### src/rtl/stream_mux_pkg.sv
// stream_mux_pkg: shared constants and helpers for the stream_mux_rr block.
//   MODE_FIXED / MODE_RR : values of the mode input
//   STATS_W              : width of the optional transfer counter
//   rr_idx()             : rotate-priority search index (base + off) mod n
package stream_mux_pkg;

  localparam logic MODE_FIXED = 1'b0;
  localparam logic MODE_RR    = 1'b1;

  localparam int unsigned STATS_W = 16;

  // Index of the off-th candidate when searching upward from base, wrapping at n.
  function automatic int unsigned rr_idx(input int unsigned base, input int unsigned off,
                                         input int unsigned n);
    return (base + off) % n;
  endfunction

endpackage

### src/rtl/rr_arbiter.sv
// rr_arbiter: purely combinational rotate-priority arbiter.
// Ports:
//   req_i       [NUM_CH]  request vector
//   ptr_i       [SEL_W]   highest-priority channel for this cycle
//   en_i                  enable; grant is zero when low
//   grant_o     [NUM_CH]  one-hot grant (or zero)
//   grant_idx_o [SEL_W]   encoded index of the granted channel (0 when none)
// The pointer register lives in the parent.
module rr_arbiter
  import stream_mux_pkg::*;
#(
  parameter int unsigned NUM_CH = 4,
  parameter int unsigned SEL_W  = $clog2(NUM_CH)
) (
  input  logic [NUM_CH-1:0] req_i,
  input  logic [SEL_W-1:0]  ptr_i,
  input  logic              en_i,
  output logic [NUM_CH-1:0] grant_o,
  output logic [SEL_W-1:0]  grant_idx_o
);

  logic             found;
  logic [SEL_W-1:0] idx;

  always_comb begin
    grant_o     = '0;
    grant_idx_o = '0;
    found       = 1'b0;
    idx         = '0;
    for (int unsigned off = 0; off < NUM_CH; off++) begin
      idx = SEL_W'(rr_idx(32'(ptr_i), off, NUM_CH));
      if (en_i && !found && req_i[idx]) begin
        grant_o[idx] = 1'b1;
        grant_idx_o  = idx;
        found        = 1'b1;
      end
    end
  end

endmodule

### src/rtl/stream_mux_rr.sv
// stream_mux_rr: N-channel registered stream multiplexer with valid/ready on every
// input and on the output. Fixed mode forwards the channel named by select; round-robin
// mode grants fairly among valid channels starting at an internal pointer.
// Ports:
//   clk, rst_n             clock, synchronous active-low reset
//   mode                   0 = fixed select, 1 = round-robin
//   select   [SEL_W]       channel used in fixed mode
//   in_data  [NUM_CH*WIDTH] channel i at [i*WIDTH +: WIDTH]
//   in_valid / in_ready    per-channel handshake (in_ready is combinational)
//   out_data / out_ch      registered output word and its source channel
//   out_valid / out_ready  output handshake
//   xfer_cnt [16]          accepted-transfer count, saturating (only with
//                          STREAM_MUX_RR_STATS_EN defined)
module stream_mux_rr
  import stream_mux_pkg::*;
#(
  parameter int unsigned NUM_CH = 4,
  parameter int unsigned WIDTH  = 4,
  parameter int unsigned SEL_W  = $clog2(NUM_CH)
) (
  input  logic                    clk,
  input  logic                    rst_n,
  input  logic                    mode,
  input  logic [SEL_W-1:0]        select,
  input  logic [NUM_CH*WIDTH-1:0] in_data,
  input  logic [NUM_CH-1:0]       in_valid,
  output logic [NUM_CH-1:0]       in_ready,
  output logic [WIDTH-1:0]        out_data,
  output logic [SEL_W-1:0]        out_ch,
  output logic                    out_valid,
  input  logic                    out_ready
`ifdef STREAM_MUX_RR_STATS_EN
  ,
  output logic [STATS_W-1:0]      xfer_cnt
`endif
);

  logic [WIDTH-1:0]  out_data_q, out_data_d;
  logic [SEL_W-1:0]  out_ch_q, out_ch_d;
  logic              out_valid_q, out_valid_d;
  logic [SEL_W-1:0]  ptr_q, ptr_d;

  logic              load;
  logic              xfer;
  logic [NUM_CH-1:0] grant, grant_fix, grant_rr;
  logic [SEL_W-1:0]  grant_idx, grant_idx_rr;
  logic [WIDTH-1:0]  sel_data;
  int unsigned       sel_int;

  // Output register can take a new word when empty or draining this cycle.
  assign load    = !out_valid_q | out_ready;
  assign sel_int = 32'(select);

  rr_arbiter #(
    .NUM_CH (NUM_CH),
    .SEL_W  (SEL_W)
  ) u_rr_arbiter (
    .req_i       (in_valid),
    .ptr_i       (ptr_q),
    .en_i        (mode == MODE_RR),
    .grant_o     (grant_rr),
    .grant_idx_o (grant_idx_rr)
  );

  // An out-of-range select (non power-of-two NUM_CH) grants nothing.
  always_comb begin
    grant_fix = '0;
    if (sel_int < NUM_CH) begin
      grant_fix[select] = in_valid[select];
    end
  end

  assign grant     = (mode == MODE_RR) ? grant_rr : grant_fix;
  assign grant_idx = (mode == MODE_RR) ? grant_idx_rr : select;
  assign in_ready  = rst_n ? (grant & {NUM_CH{load}}) : '0;
  // in_ready implies in_valid via the grant, so any ready bit is a handshake.
  assign xfer      = |in_ready;

  always_comb begin
    sel_data = '0;
    for (int unsigned i = 0; i < NUM_CH; i++) begin
      if (grant[i]) begin
        sel_data = in_data[i*WIDTH +: WIDTH];
      end
    end
  end

  always_comb begin
    out_data_d  = out_data_q;
    out_ch_d    = out_ch_q;
    out_valid_d = out_valid_q;
    ptr_d       = ptr_q;
    if (xfer) begin
      out_data_d  = sel_data;
      out_ch_d    = grant_idx;
      out_valid_d = 1'b1;
      if (mode == MODE_RR) begin
        ptr_d = SEL_W'(rr_idx(32'(grant_idx), 1, NUM_CH));
      end
    end else if (out_ready) begin
      out_valid_d = 1'b0;
    end
  end

  always_ff @(posedge clk) begin
    if (!rst_n) begin
      out_data_q  <= '0;
      out_ch_q    <= '0;
      out_valid_q <= 1'b0;
      ptr_q       <= '0;
    end else begin
      out_data_q  <= out_data_d;
      out_ch_q    <= out_ch_d;
      out_valid_q <= out_valid_d;
      ptr_q       <= ptr_d;
    end
  end

  assign out_data  = out_data_q;
  assign out_ch    = out_ch_q;
  assign out_valid = out_valid_q;

`ifdef STREAM_MUX_RR_STATS_EN
  logic [STATS_W-1:0] cnt_q, cnt_d;

  always_comb begin
    cnt_d = cnt_q;
    if (xfer && (cnt_q != '1)) begin
      cnt_d = cnt_q + STATS_W'(1);
    end
  end

  always_ff @(posedge clk) begin
    if (!rst_n) begin
      cnt_q <= '0;
    end else begin
      cnt_q <= cnt_d;
    end
  end

  assign xfer_cnt = cnt_q;
`endif

endmodule

### config.mk
export PLATFORM = sky130hd
export DESIGN_NAME = stream_mux_rr
export DESIGN_NICKNAME = d
export VERILOG_FILES = /design/src/rtl/stream_mux_pkg.sv /design/src/rtl/rr_arbiter.sv /design/src/rtl/stream_mux_rr.sv
export SDC_FILE = /design/constraint.sdc
export NUM_CORES = 1
export LEC_CHECK = 0
export CAP_MARGIN = 20
export CORE_MARGIN = 4
export CORE_UTILIZATION = 48
export DETAILED_ROUTE_END_ITERATION = 6
export PLACE_DENSITY = 0.84
export SLEW_MARGIN = 25
export SYNTH_ARGS = -nofsm -noshare
export SYNTH_HDL_FRONTEND = slang
export SYNTH_SLANG_ARGS = --single-unit
### constraint.sdc
create_clock -name clk -period 4.5 [get_ports clk]
set_input_delay 0.45 -clock clk [delete_from_list [all_inputs] [get_ports clk]]
set_output_delay 0.45 -clock clk [all_outputs]
set_load 0.02 [all_outputs]
==> metrics.txt, run 1 <==
result of the run finished clean; grt total ovfl 0; Max IR drop VDD approximately 0.32 mV; die span in x 55.62 um; post-synthesis register bit count 9; via count roughly 1100; crit path launch type flip-flop; vias in the first global route between 1000 and 1500; maximum clock frequency 246.3 MHz; critical path class reg2out; WL final 2916 um; final setup TNS 0 ps; Final Core Density 71.48%; area grow syn2layout 35.40%; endpoints failing setup 0; DR pass1 iterations 4; most common cell after layout, fill and taps aside clkdlybuf4s50_1; Setup crit end kind output port; switching share of power 45.45%; commonest non-fill, non-tap cells in the layout clkdlybuf4s50_1, nand2_1, nor2_1, dfxtp_1, ha_1; Post-synth EDFFs 0; Crit Path Max Fanout 13; Die ar. 0.003094 mm2; CTS Sinks 9; standard-cell rows 16; PortBufs 36; Ports 37; RSZ-0062 raised after global routing no; Reg power frac 21.0%; Main synth FF type dfxtp_1; H-tree depth 1; clock slew at reported path FFs 60 ps; worst skew pair latency 260 ps; Initial Util 52.79%; total global-route track usage about a fifth; die height between 50 and 60 um; sequential share of the synthesized area 16.55%; Critical Path AT 3610 ps; Avg Synthesized Cell Area 8.922 um2; CTS-repair resized insts 0; Post-Synthesis Cell Area 0.001089 mm2; CTS tree done; Syn Inst Count 122; Hold Path Class reg2reg; Synth Warn # 0; Slew @ Worst Pin 564.2 ps; final hold vios 0; ANT cells 0; Starting DRT DRC Count 23; CTS Buffer Depth 2; required time worst endpoint 4050 ps; Synth cell types 41; wire per inst 15.85 um; number of max-cap violations 0; post-CTS setup buffer count 0; clk root buf clkbuf_4; pwr dens about 440 mW/mm2; Clock power frac roughly a tenth; Max-slew headroom between 60% and 70%; initial antenna violation count 0; final worst path period share 90.21%; DRC violations left 0; Static Leak about 0.54 nW; Clock Skew 4.719 ps; core footprint 0.002062 mm2; M1 wire length 1373 um; Antenna Nets Post-Route 0; min cycle time layout 4060 ps; P_int between 300 and 400 uW; sw power 295.5 uW; layout cells sized above 1 a little over an eighth; Async SR Flop Fraction 0%; DR WL met2 1414 um; Final Max Tran Viols 0; routability cong. 1.010; CTS Hold Bufs 0; syn_nets between 150 and 200; DP HPWL 2349 um; largest net degree at the start of global routing 17; Top Metal Used met4; met3 WL 102 um; nets 191; vias per std cell 5.815; combinational group share of total power between 60% and 70%; first-pass GRT wire length 4719 um; CTS buffer count 3
[area by class of cell]
type,instances,area (um2)
fill,166,588.1
clock buffer,4,26.28
timing repair buffer,37,367.9
multi-input combinational,103,850.8
inverter,4,15.01
tap,27,33.78
sequential,9,180.2
[power groups by stage]
stage	Clock, mW	Sequential, mW	Combinational, mW
after detailed placement	0	0.138	0.450
after floorplan	0	0.144	0.328
final	0.0603	0.137	0.453
after global placement	0	0.135	0.438
after CTS	0.0638	0.136	0.452
after global routing	0.0693	0.142	0.494
[stage by stage]
| step | hold WS [ps] | cells | instance area [um2] | setup WS, ps | power, mW |
|---|---|---|---|---|---|
| after CTS | 476.4 | 184 | 1474 | 430.7 | 0.6519 |
| after global routing | 497.4 | 184 | 1474 | 206.5 | 0.7049 |
| after detailed placement | 468.0 | 180 | 1448 | 734.1 | 0.5879 |
| after floorplan | 537.2 | 122 | 1089 | 1414 | 0.4719 |
| after global placement | 451.2 | 180 | 1448 | 871.4 | 0.5733 |
| final | 469.8 | 184 | 1474 | 440.4 | 0.6501 |
[sequential cells by signal (all words and copies together) (netlist names)]
register	count
out_data	4
out_ch	2
ptr_q	2
out_valid	1
[logic make-up (layout without fill, tap and decap cells)]
logic type	Yosys count	count (layout)	share of synthesized area, %
buffers and inverters	10	45	5.287
and+or+nand+nor	48	48	25.29
xor gates and xnor gates	1	1	0.8047
adders and majority gates	7	7	8.046
DFF	9	9	16.55
muxes	10	10	14.02
AOI/OAI and AO/OA	37	37	30.00
[Yosys cell counts (3+ instances only)]
| cell | instances | share of area (%) |
|---|---|---|
| a211oi_1 | 4 | 2.8 |
| mux2i_1 | 4 | 3.7 |
| nand3b_1 | 4 | 2.8 |
| mux4_2 | 4 | 8.3 |
| nand2_1 | 15 | 5.2 |
| ha_1 | 7 | 8.0 |
| o221ai_1 | 4 | 3.2 |
| o32ai_1 | 4 | 3.2 |
| nor2_1 | 9 | 3.1 |
| a31oi_1 | 6 | 3.4 |
| and2b_4 | 4 | 3.7 |
| nor2b_1 | 4 | 2.3 |
| inv_1 | 4 | 1.4 |
| nand2b_1 | 4 | 2.3 |
| a21oi_1 | 5 | 2.3 |
| dfxtp_1 | 9 | 17 |
| a221oi_2 | 3 | 4.1 |
[worst max-delay path: stages (launching register included)]
cell and delay, ps:
dfxtp_1 640, inv_1 210, ha_1 460, mux4_2 610
nand3b_1 140, a21boi_2 70, a2111oi_4 540, nor2_1 110
clkdlybuf4s50_1 560
[worst paths after layout]
path,from,to,slack [ps],cells after the start
worst max register to register,ptr_q[0],out_data[0],980,9
worst min register to register,out_data[3],out_data[3],470,2
worst min-delay path,out_data[3],out_data[3],470,2
worst max-delay path,ptr_q[0],in_ready[1],440,8
[per-layer routing]
layer,up-vias,GRT usage (%)
met5,-,0
met4,0,5.556
met3,4,2.088
met2,32,29.90
met1,498,26.48
li1,536,-
No activity file was read; power rests on OpenSTA's default activity.
==> run 2: changes to the inputs <==
CORE_UTILIZATION = 49   (was 48)
PLACE_DENSITY = 0.85   (was 0.84)
==> run 2 against run 1 <==
Setup slack got worse by 7.1 ps. Critical endpoint unchanged. Core utilization increased by 0.70 points. Maximum frequency decreased by 0.17%. Cell count unchanged. First-iteration DRC count increased by 52%. Final area unchanged. Clock power about the same. Critical path type unchanged. Die area decreased by 1.8%.
==> metrics.txt, run 2 (same netlist as run 1, synthesis figures left out) <==
result of the run finished clean; via count 1085 (+1.4%); max reg flops 4 (unchanged); Initial Util 53.31% (+0.52 points); DRC violations left 0 (unchanged); Ports 37 (unchanged); WHS 475.5 ps (+5.705 ps); DR pass1 iterations 4 (unchanged); min cycle time layout 4067 ps (+7.116 ps); CTS tree done; Starting DRT DRC Count 35 (+52%); WL final 2888 um (-0.96%); most common cell after layout, fill and taps aside clkdlybuf4s50_1; initial antenna violation count 0 (unchanged); Hold Path Depth 2 (unchanged); Setup WS post-layout 433.3 ps (-7.116 ps); PortBufs 36 (unchanged); die span in x 55.13 um (-0.88%); vias per std cell 5.897 (+1.4%); DP Worst Slack 709.7 ps (-24.33 ps); commonest non-fill, non-tap cells in the layout clkdlybuf4s50_1, nand2_1, nor2_1, dfxtp_1, ha_1; Hold Path Class reg2reg; post-CTS setup buffer count 0 (unchanged); fin area 0.001474 mm2 (unchanged); vias in the first global route 1049 (+1.3%); Reg2Reg Launch Point ptr_q[0]; maximum clock frequency 245.9 MHz (-0.17%); Final Max Tran Viols 0 (unchanged); core footprint 0.002042 mm2 (-0.97%); Slew @ Worst Pin 516.2 ps (-47.93 ps); dpl cell area 0.001448 mm2 (unchanged); Critical Path AT 3620 ps (about the same); Cells after DPL 180 (unchanged); RSZ-0062 raised after global routing no; area grow syn2layout 35.40% (unchanged); CP peak stage delay 630 ps (about the same); Antenna Nets Post-Route 0 (unchanged); FF-to-FF path depth 9 (unchanged); CTS buffer count 3 (unchanged); final hold vios 0 (unchanged); Final Core Density 72.18% (+0.70 points); H-tree depth 1 (unchanged); Max IR drop VDD 0.2559 mV (-21%); CTS Hold Bufs 0 (unchanged); CTS Buffer Depth 2 (unchanged); number of max-cap violations 0 (unchanged); die height 55.13 um (-0.88%); ANT cells 0 (unchanged); wire per inst 15.70 um (-0.96%); Worst R2R Setup Slack 980 ps (about the same); standard-cell rows 16 (unchanged); r2r endpoint out_data[0]; largest net degree at the start of global routing 17 (unchanged); end of the worst hold path out_data[2]; endpoints failing setup 0 (unchanged); Static Leak 0.5391 nW (unchanged); clock slew at reported path FFs 60 ps (about the same); Clock Skew 4.250 ps (-0.4691 ps); pwr dens 440.3 mW/mm2 (-0.18%); total global-route track usage 21.99% (+3.2 points); DP HPWL 2324 um (-1.0%); CTS-repair resized insts 0 (unchanged); first-pass GRT wire length 4871 um (+3.2%); nets 191 (unchanged); Die ar. 0.003039 mm2 (-1.8%); Layout Cells excl Fill 184 (unchanged); Hold Crit Start out_data[2]; slowest cell on the critical path dfxtp_1; worst skew pair latency 250 ps (about the same); clk root buf clkbuf_4; required time worst endpoint 4050 ps (about the same); cells along the critical path inv_1 -> ha_1 -> mux4_2 -> nand3b_1 -> a21boi_2 -> a2111oi_4 -> nor2_1 -> clkdlybuf4s50_1; Max-slew headroom 65.48% (+3.2 points); final setup TNS 0 ps (unchanged); layout cells sized above 1 13.38% (unchanged); Setup crit end kind output port; Crit Path Max Fanout 13 (unchanged); routability cong. 0.9301 (-7.9%); CTS Sinks 9 (unchanged); crit path launch type flip-flop; final worst path period share 90.37% (+0.16 points); critical path class reg2out; Power Total 648.9 uW (-0.18%); grt total ovfl 0 (unchanged); cell family with most CP delay buffers and inverters; Crit path buffers/inverters 2 (unchanged)
-- run 2: cell counts in the layout (fill, tap and decap cells not counted) --
No cell type changed its count.
-- run 2: power breakdown --
part / internal, mW / total (mW) / switching [mW] / leakage (nW)
sequential: 0.104 / 0.136 / 0.0319 / 0.0745
combinational: 0.216 / 0.452 / 0.236 / 0.450
clock: 0.0341 / 0.0605 / 0.0264 / 0.0150
total: 0.355 / 0.649 / 0.294 / 0.539
-- run 2: layout make-up --
type                            instances  area (um2)
Inverter                                4       15.01
Clock buffer                            4       26.28
Multi-Input combinational cell        103       850.8
Timing Repair Buffer                   37       367.9
Fill cell                             161       568.0
Tap cell                               27       33.78
Sequential cell                         9       180.2
-- run 2: worst max-delay path by stage --
stage,from,to,slack (ps),depth (start not counted)
floorplan,ptr_q[1],ptr_q[1],1410,11
finish,ptr_q[0],in_ready[1],430,8
global route,ptr_q[0],in_ready[1],200,8
CTS,ptr_q[0],in_ready[1],420,8
detailed placement,ptr_q[0],in_ready[1],710,8
global placement,ptr_q[0],in_ready[1],860,8
-- run 2: per-layer routing --
metal	GRT usage (%)	routed length (um)
met1	31.59	1375
met2	34.25	1355
met3	3.753	157
met4	4.858	0
met5	0	0
-- run 2: worst min-delay path: stages, from the launching register on --
cell,delay (ps)
dfxtp_1,310
nand2_1,50
o32ai_1,70
